--- config.mk ---
export PLATFORM = sky130hd
export DESIGN_NAME = plru_array
export DESIGN_NICKNAME = d
export VERILOG_FILES = /design/src/rtl/plru_array.sv
export SDC_FILE = /design/constraint.sdc
export NUM_CORES = 1
export LEC_CHECK = 0
export ABC_AREA = 1
export ABC_CLOCK_PERIOD_IN_PS = 1940
export CELL_PAD_IN_SITES_DETAIL_PLACEMENT = 0
export CELL_PAD_IN_SITES_GLOBAL_PLACEMENT = 1
export CORE_MARGIN = 2
export CORE_UTILIZATION = 40
export DETAILED_ROUTE_END_ITERATION = 16
export PLACE_DENSITY = 0.75
export SETUP_SLACK_MARGIN = 0.2
export SYNTH_ARGS = -nofsm -noshare
export SYNTH_HDL_FRONTEND = slang
export SYNTH_SLANG_ARGS = --single-unit
--- constraint.sdc ---
create_clock -name clk_i -period 1.94 [get_ports clk_i]
set_input_delay 0.291 -clock clk_i [delete_from_list [all_inputs] [get_ports clk_i]]
set_output_delay 0.291 -clock clk_i [all_outputs]
set_load 0.05 [all_outputs]
--- src/rtl/plru_array.sv ---
// plru_array: per-set tree pseudo-LRU replacement tracker for an N-way
// set-associative cache, with invalid-way preference and a sequenced flush.
//
// Ports:
//   clk_i           clock, all logic on the rising edge
//   rst_i           synchronous active-high reset
//   access_valid_i  a way of a set was touched (hit or fill) this cycle
//   access_set_i    set of the access
//   access_way_i    way touched
//   query_valid_i   victim request
//   query_set_i     set to choose a victim in
//   query_vmask_i   per-way valid bits of the queried set (1 = valid line)
//   victim_valid_o  victim_way_o carries a fresh answer this cycle
//   victim_way_o    chosen victim way (holds while victim_valid_o is low)
//   flush_i         start clearing all replacement state
//   busy_o          flush sweep in progress; accesses and queries are dropped
//
// Each set keeps NUM_WAYS-1 heap-indexed tree bits: node 0 is the root,
// node i has children 2i+1 (lower ways) and 2i+2 (upper ways). A bit of 0
// sends the victim walk left, 1 sends it right.

module plru_array #(
  parameter int NUM_SETS = 64,
  parameter int NUM_WAYS = 4,
  localparam int SET_W = $clog2(NUM_SETS),
  localparam int WAY_W = $clog2(NUM_WAYS)
) (
  input  logic                clk_i,
  input  logic                rst_i,
  input  logic                access_valid_i,
  input  logic [SET_W-1:0]    access_set_i,
  input  logic [WAY_W-1:0]    access_way_i,
  input  logic                query_valid_i,
  input  logic [SET_W-1:0]    query_set_i,
  input  logic [NUM_WAYS-1:0] query_vmask_i,
  output logic                victim_valid_o,
  output logic [WAY_W-1:0]    victim_way_o,
  input  logic                flush_i,
  output logic                busy_o
);

  typedef logic [NUM_WAYS-2:0] tree_t;

  typedef enum logic {
    IDLE,
    SWEEP
  } state_t;

  state_t           state_q;
  logic [SET_W-1:0] flush_cnt_q;
  tree_t            tree_q [NUM_SETS];

  logic             access_ok;
  logic             query_ok;
  tree_t            query_bits;
  logic             inv_found;
  logic [WAY_W-1:0] inv_way;
  logic [WAY_W-1:0] victim_next;

  // Walk from the root towards the touched leaf, pointing every node on the
  // path at the opposite subtree. Way bits are consumed MSB first, which is
  // the left/right decision at each successive level. The node index
  // computed after the last level is never used.
  function automatic tree_t touch(input tree_t bits, input logic [WAY_W-1:0] way);
    tree_t            r;
    logic [WAY_W-1:0] w;
    logic             dir;
    int               node;
    r    = bits;
    w    = way;
    node = 0;
    for (int lvl = 0; lvl < WAY_W; lvl++) begin
      dir               = w[WAY_W-1];
      r[node[WAY_W-1:0]] = ~dir;
      node              = 2 * node + 1 + int'(dir);
      w                 = w << 1;
    end
    return r;
  endfunction

  // Follow the tree bits from the root; each visited bit is the next way
  // index bit, MSB first.
  function automatic logic [WAY_W-1:0] walk(input tree_t bits);
    logic [WAY_W-1:0] w;
    logic             dir;
    int               node;
    w    = '0;
    node = 0;
    for (int lvl = 0; lvl < WAY_W; lvl++) begin
      dir  = bits[node[WAY_W-1:0]];
      w    = (w << 1) | WAY_W'(dir);
      node = 2 * node + 1 + int'(dir);
    end
    return w;
  endfunction

  // A flush in the same cycle as an access wins, so the access is dropped.
  assign access_ok = access_valid_i & ~busy_o & ~flush_i;
  assign query_ok  = query_valid_i & ~busy_o;

  // Victim selection: lowest-index invalid way first; otherwise walk the
  // tree of the queried set, including an accepted same-cycle access to
  // that set so the answer reflects the post-update state.
  always_comb begin
    logic [NUM_WAYS-1:0] mask;
    inv_found  = 1'b0;
    inv_way    = '0;
    mask       = query_vmask_i;
    for (int w = 0; w < NUM_WAYS; w++) begin
      if (!mask[0] && !inv_found) begin
        inv_found = 1'b1;
        inv_way   = WAY_W'(w);
      end
      mask = mask >> 1;
    end

    query_bits = tree_q[query_set_i];
    if (access_ok && (access_set_i == query_set_i)) begin
      query_bits = touch(query_bits, access_way_i);
    end

    victim_next = inv_found ? inv_way : walk(query_bits);
  end

  // State, flush sequencer and registered outputs. The sweep clears one set
  // per cycle, so busy_o stays high for exactly NUM_SETS cycles; flush_i
  // during the sweep is ignored.
  always_ff @(posedge clk_i) begin
    if (rst_i) begin
      tree_q         <= '{default: '0};
      state_q        <= IDLE;
      busy_o         <= 1'b0;
      flush_cnt_q    <= '0;
      victim_valid_o <= 1'b0;
      victim_way_o   <= '0;
    end else begin
      victim_valid_o <= query_ok;
      if (query_ok) begin
        victim_way_o <= victim_next;
      end

      case (state_q)
        IDLE: begin
          if (flush_i) begin
            state_q     <= SWEEP;
            busy_o      <= 1'b1;
            flush_cnt_q <= '0;
          end else if (access_ok) begin
            tree_q[access_set_i] <= touch(tree_q[access_set_i], access_way_i);
          end
        end
        SWEEP: begin
          tree_q[flush_cnt_q] <= '0;
          flush_cnt_q         <= flush_cnt_q + SET_W'(1);
          if (flush_cnt_q == SET_W'(NUM_SETS - 1)) begin
            state_q <= IDLE;
            busy_o  <= 1'b0;
          end
        end
        default: begin
          state_q <= IDLE;
          busy_o  <= 1'b0;
        end
      endcase
    end
  end

endmodule

==> results.json, run 1 <==
{
  "fin_ws_ns": -0.0960,
  "clkTransAtPathRegs_ns": 0.06,
  "vdd_drop_max_v": 0.000531,
  "multi_input_area_sq_um": 8620,
  "utilization_pct": 63.4,
  "core_sq_um": 28800,
  "numCtsBuffers": 25,
  "clock_skew_ns": 0.0144,
  "drv_cap": 0,
  "portBuffers": 26,
  "drt-initial-drc-count": 2178,
  "row_count": 62,
  "worstHoldEndpoint": "tree_q[35]",
  "n_fill_cell": 2583,
  "crit_path_start_kind": "input port",
  "timing_worst_setup_path_type": "input port to flip-flop",
  "viasPerCell": 6.18,
  "min_period_ns": 2.04,
  "clock-sinks": 203,
  "yosys_warnings": 0,
  "period_share_pct": 105,
  "grt_usage_pct": 39.0,
  "seq_area_sq_um": 4090,
  "p_sw_mw": 3.23,
  "initial_core_util_pct": 40.8,
  "r2r_slack_ns": -0.03,
  "final_max_slew_viol_count": 0,
  "leakagePower_nw": 6.34,
  "internal_power_mw": 7.88,
  "grt_overflow_total": 0,
  "syn_area_sq_um": 11700,
  "whs_path_depth": 2,
  "hold_viol_final": 0,
  "p_seq_share_pct": 37.8,
  "required_ns": 2.35,
  "antenna_found_initial": 1,
  "p_sw_share_pct": 29.1,
  "timing.hold.ws_ns": 0.154,
  "die_x_microns": 175,
  "setup_violations": 56,
  "hold_start": "rst_i",
  "cp_max_fo": 6,
  "postRouteAntennaNets": 0,
  "ys_seq_elements": 203,
  "cts_buffer_depth": 3,
  "max_clock_freq_mhz": 491,
  "wl_per_cell_microns": 24.5,
  "outcome": "finished, violations left",
  "num-nets-final": 2142,
  "synth_edf_count": 0,
  "dp_hpwl_mm": 38.7,
  "worst_hold_path_type": "input port to flip-flop",
  "crit_arrival_ns": 2.44,
  "vias": 15600,
  "ctsHoldBuffers": 0,
  "first_global_vias": 14600,
  "layout-area-overhead-vs-synth_pct": 55.5,
  "synth-main-ff-cell": "dfxtp_1",
  "grt_max_degree": 68,
  "pwr-share-comb_pct": 17.6,
  "pwr-share-clk_pct": 44.7,
  "routed_wl_mm": 61.7,
  "io-pin-count": 27,
  "dr.pass1.iters": 6,
  "die_y_microns": 175,
  "syn_avg_cell_area_sq_um": 6.28,
  "violations": "setup timing",
  "synth_cell_type_count": 34,
  "dieArea_sq_um": 30700,
  "timing.rr.start": "tree_q[29]",
  "tightestPinTransition_ns": 0.706,
  "rsz0062_at_grt": "true",
  "routabilityCongestion": 1.05,
  "end_kind": "flip-flop",
  "clk_latency_ns": 0.55,
  "synth_cells": 1868,
  "yosysSeqAreaShare_pct": 34.6,
  "htreeDepth": 1,
  "synthArstFlopShare_pct": 0,
  "diodes": 0,
  "timing.rr.end": "tree_q[170]",
  "pwr_density_cell_nw_per_um2": 609,
  "grt_pass1_wl_mm": 90.6,
  "cts_root_buf": "clkbuf_16",
  "syn_nets": 1892,
  "relSlewSlack_pct": 52.9,
  "rr_worst_depth": 13,
  "drive_gt1_share_pct": 34.6,
  "drc": 0,
  "cts_tree": "built"
}
critical path: stages:
cell	delay (ns)
buf_6	0.10
buf_12	0.13
clkinv_8	0.05
buf_6	0.09
nor3_4	0.04
buf_4	0.14
buf_12	0.14
a22oi_1	0.18
nand4_1	0.21
nand2_1	0.17
nand2_1	0.08
nor2_2	0.13
nand3_4	0.11
buf_12	0.16
buf_8	0.14
buf_12	0.14
nand3_1	0.06
a21oi_1	0.06
sequential cells by signal, summed over array words and instances (netlist names):
signal          cells
victim_way_o        2
victim_valid_o      1
busy_o              1
state_q             1
tree_q            192
flush_cnt_q         6
cell families after synthesis:
logic type	share of synthesized area (%)
and+or+nand+nor	45.4
adders and majority gates	0.107
buffers and inverters	7.21
xor gates and xnor gates	0.224
DFF	34.6
AOI/OAI and AO/OA	12.4
cells in the mapped netlist, types with 2 or more instances:
master     instances  area share (%)
nand3_4            2            0.30
nor2_1            84             2.7
nor2_4             3            0.29
nand3_1          374              16
clkbuf_1          80             2.6
nor3_2             3            0.26
dfxtp_1          203              35
nand3_2            4            0.34
buf_1             13            0.42
a41oi_1            3            0.22
o2111ai_1          3            0.22
nor3_1           101             4.3
o21ai_0           29             1.2
inv_1             41             1.3
o21ai_1            7            0.30
nand2_1          587              19
xor2_1             3            0.22
clkinv_1           4            0.13
nand4_1           13            0.69
nor3_4             6            0.83
a21oi_1          211             9.0
buf_2             13            0.55
nor2_2             5            0.27
buf_4             12            0.77
a22oi_1           18             1.2
buf_6              9            0.86
a31oi_1            3            0.16
inv_2             19            0.61
nor4_1            10            0.53
cell usage in the layout (no fill, tap or decap), types with 10 or more instances in the layout:
master and count:
buf_4 225, buf_6 25, nor3_4 42, nor2_4 10, inv_2 12, nor2_2 21
nor4_1 10, buf_16 18, inv_1 27, nand2_1 571, dfxtp_1 193, a22oi_1 15
a21oi_2 66, nand2_2 15, nand4_1 13, buf_12 53, a21oi_1 145, clkbuf_16 27
o21ai_0 21, nor3_2 28, nand3_2 96, nor3_1 40, nor2_1 61, clkdlybuf4s50_1 12
nand3_1 254, nand3_4 30
worst max path at each step:
stage,slack [ns],from,to
after global routing,-0.11,tree_q[149],tree_q[182]
final,-0.1,access_set_i[1],tree_q[142]
after floorplan,0.13,access_set_i[1],tree_q[128]
after global placement,-0.80,access_set_i[0],tree_q[26]
after CTS,-0.004,access_set_i[1],tree_q[139]
after detailed placement,-0.83,access_set_i[1],tree_q[155]
per-stage QoR:
stage / TNS [ns] / worst slack, ns / std cells / total power, mW / area [sq um]
after floorplan: 0 / 0.132 / 1868 / 5.01 / 12200
after global placement: -126.60 / -0.797 / 2390 / 5.73 / 14600
final: -3.26 / -0.0960 / 2518 / 11.1 / 18200
after global routing: -4.98 / -0.114 / 2518 / 11.3 / 18200
after detailed placement: -130.06 / -0.831 / 2390 / 5.73 / 14600
after CTS: -0.00981 / -0.00422 / 2511 / 11.0 / 17700
metal layers:
layer	vias up	global-route usage, %	wire length [microns]
met5	-	0	13
met4	2	21.1	3860
met3	241	7.33	7850
met2	1131	58.5	26000
met1	7321	53.0	23900
li1	6862	-	-
area by class of cell:
class	count	share of cell area, %
sequential	203	22.4
tap	384	2.63
timing repair buffer	348	20.8
multi-input combinational	1474	47.3
inverter	64	2.07
clock inverter	4	0.384
clock buffer	39	4.27
timing repair inverter	2	0.0823
power groups by stage:
stage	clock network, mW	registers, mW	logic [mW]
2_1_floorplan	0	4.30	0.708
3_3_place_gp	0	4.29	1.44
3_5_place_dp	0	4.29	1.44
4_1_cts	4.95	4.19	1.81
5_1_grt	5.13	4.19	1.99
6_report	4.96	4.19	1.95
repair_timing:
action | in CTS | in global routing
endpoints found under the hold margin | 0 | 0
setup endpoints to repair | 194 | 193
pin swaps | 64 | 31
gates resized for setup | 317 | 107
buffers inserted | 58 | 6
gates cloned | 20 | 1
Note: power is estimated with default switching activity, not from simulation.
==> run 2, diff against run 1 <==
--- a/config.mk
+++ b/config.mk
@@ -11,6 +11,7 @@
 export CELL_PAD_IN_SITES_GLOBAL_PLACEMENT = 1
 export CORE_MARGIN = 2
 export CORE_UTILIZATION = 40
+export CTS_CLUSTER_SIZE = 24
 export DETAILED_ROUTE_END_ITERATION = 16
 export PLACE_DENSITY = 0.75
 export SETUP_SLACK_MARGIN = 0.2
==> run 2 against run 1 <==
- the run still ends with setup timing left
- clock skew rose by 0.0084 ns
- die area unchanged
- register-to-register slack barely moved
- final cell count increased by 0.32%
- non-clock buffer count rose by 11
- hold slack worse by 0.00088 ns
- largest power group unchanged
- first-iteration DRC count grew 11%
- total power decreased by 4.0%
- clock power decreased by 9.5%
- sequential power about the same
==> results.json, run 2 (same netlist as run 1, synthesis figures left out) <==
{
  "outcome": "finished, violations left",
  "violations": "setup timing",
  "grt_usage_pct": 38.4,
  "routabilityCongestion": 1.05,
  "max_clock_freq_mhz": 491,
  "drt-initial-drc-count": 2418,
  "grt_max_degree": 68,
  "first_global_vias": 14400,
  "required_ns": 2.35,
  "initial_core_util_pct": 40.8,
  "period_share_pct": 105,
  "antenna_found_initial": 1,
  "largest_reg_flops": 192,
  "cts_root_buf": "clkbuf_16",
  "routed_wl_mm": 61.8,
  "cts_buffer_depth": 3,
  "dpl-instance-area_sq_um": 14600,
  "postRouteAntennaNets": 0,
  "final_max_slew_viol_count": 0,
  "pwr_density_cell_nw_per_um2": 578,
  "drv_cap": 0,
  "num-nets-final": 2151,
  "crit_path_start_kind": "input port",
  "cp_max_fo": 6,
  "worst_hold_path_type": "input port to flip-flop",
  "io-pin-count": 27,
  "min_period_ns": 2.04,
  "layout-area-overhead-vs-synth_pct": 57.1,
  "portBuffers": 26,
  "clk_latency_ns": 0.55,
  "rsz0062_at_grt": "true",
  "stdcell_area_sq_um": 18400,
  "fin_ws_ns": -0.0977,
  "largestRegisters": "tree_q (192), flush_cnt_q (6), victim_way_o (2)",
  "clock_skew_ns": 0.0228,
  "htreeDepth": 1,
  "crit_arrival_ns": 2.45,
  "leakagePower_nw": 6.34,
  "wl_per_cell_microns": 24.5,
  "top_register": "tree_q",
  "grt_overflow_total": 0,
  "drive_gt1_share_pct": 36.5,
  "hold_viol_final": 0,
  "timing_worst_setup_path_type": "input port to flip-flop",
  "clock-sinks": 203,
  "vias": 15600,
  "final_cell_mix": "nand2_1, nand3_1, buf_4, dfxtp_1, a21oi_1",
  "relSlewSlack_pct": 55.3,
  "drc": 0,
  "vdd_drop_max_v": 0.000535,
  "cts_tree": "built",
  "dp_hpwl_mm": 38.7,
  "dr.pass1.iters": 7,
  "dieArea_sq_um": 30700,
  "finalSetupTns_ns": -6.56,
  "viasPerCell": 6.17,
  "die_y_microns": 175,
  "die_x_microns": 175,
  "clkTransAtPathRegs_ns": 0.06,
  "end_kind": "flip-flop",
  "numCtsBuffers": 24,
  "tightestPinTransition_ns": 0.669,
  "row_count": 62,
  "grt_pass1_wl_mm": 88.9,
  "setup_violations": 117,
  "core_sq_um": 28800,
  "final_common_cell": "nand2_1"
}
## run 2: routing by layer
metal  vias to the layer above  wire length (microns)  GRT usage, %
met5                         -                      0             0
met4                         0                   4130          21.5
met3                       279                   7740          8.79
met2                      1094                  26200          56.8
met1                      7301                  23700          51.4
li1                       6913                      -             -
## run 2: area by class of cell
cell class | count | area [sq um]
clock inverter | 3 | 15.0
clock buffer | 37 | 741
inverter | 64 | 357
fill | 2521 | 10300
timing repair buffer | 359 | 3890
antenna | 1 | 2.50
multi-input combinational | 1475 | 8860
sequential | 203 | 4090
tap | 384 | 480
## run 2: critical path, stage by stage
cell and delay [ns]:
buf_6 0.10, buf_12 0.13, buf_12 0.13, nand3_4 0.10, inv_8 0.07, buf_6 0.11, buf_6 0.10, a22oi_2 0.12
nand4_1 0.22, nand2_1 0.18, nand2_1 0.08, nor2_2 0.14, nand3_4 0.11, buf_12 0.15, buf_12 0.14, buf_16 0.15
nand3_2 0.07, a21oi_2 0.05
## run 2: through the flow
stage	power (mW)	hold WS, ns	util (%)	worst slack (ns)	std cells
finish	10.7	0.154	64.0	-0.0977	2526
global route	10.9	0.189	64.0	-0.111	2525
CTS	10.4	0.138	59.7	-0.0304	2491
detailed placement	5.73	0.445	50.7	-0.831	2390
global placement	5.73	0.443	50.7	-0.797	2390
floorplan	5.01	0.432	-	0.132	1868
## run 2: worst paths after layout
kind                        start  depth (start not counted)           to  slack, ns
hold reg to reg        tree_q[81]                          2   tree_q[81]       0.46
setup reg to reg           busy_o                         10  tree_q[109]      -0.02
setup / recovery  access_set_i[1]                         18   tree_q[82]       -0.1
hold / removal              rst_i                          2   tree_q[26]       0.15
## run 2: what timing repair did
| action | 4_1_cts | 5_1_grt |
|---|---|---|
| gates resized for setup | 261 | 205 |
| hold buffers | 0 | 0 |
| setup endpoints to repair | 194 | 180 |
| pin swaps | 47 | 52 |
| cloned | 17 | 3 |
| setup buffers | 44 | 31 |
| hold endpoints to repair | 0 | 0 |
## run 2: report_power, final
part	leakage, nW	internal [mW]	switching [mW]
logic	4.32	0.715	1.26
registers	1.64	4.18	0.0151
clock network	0.376	2.60	1.90
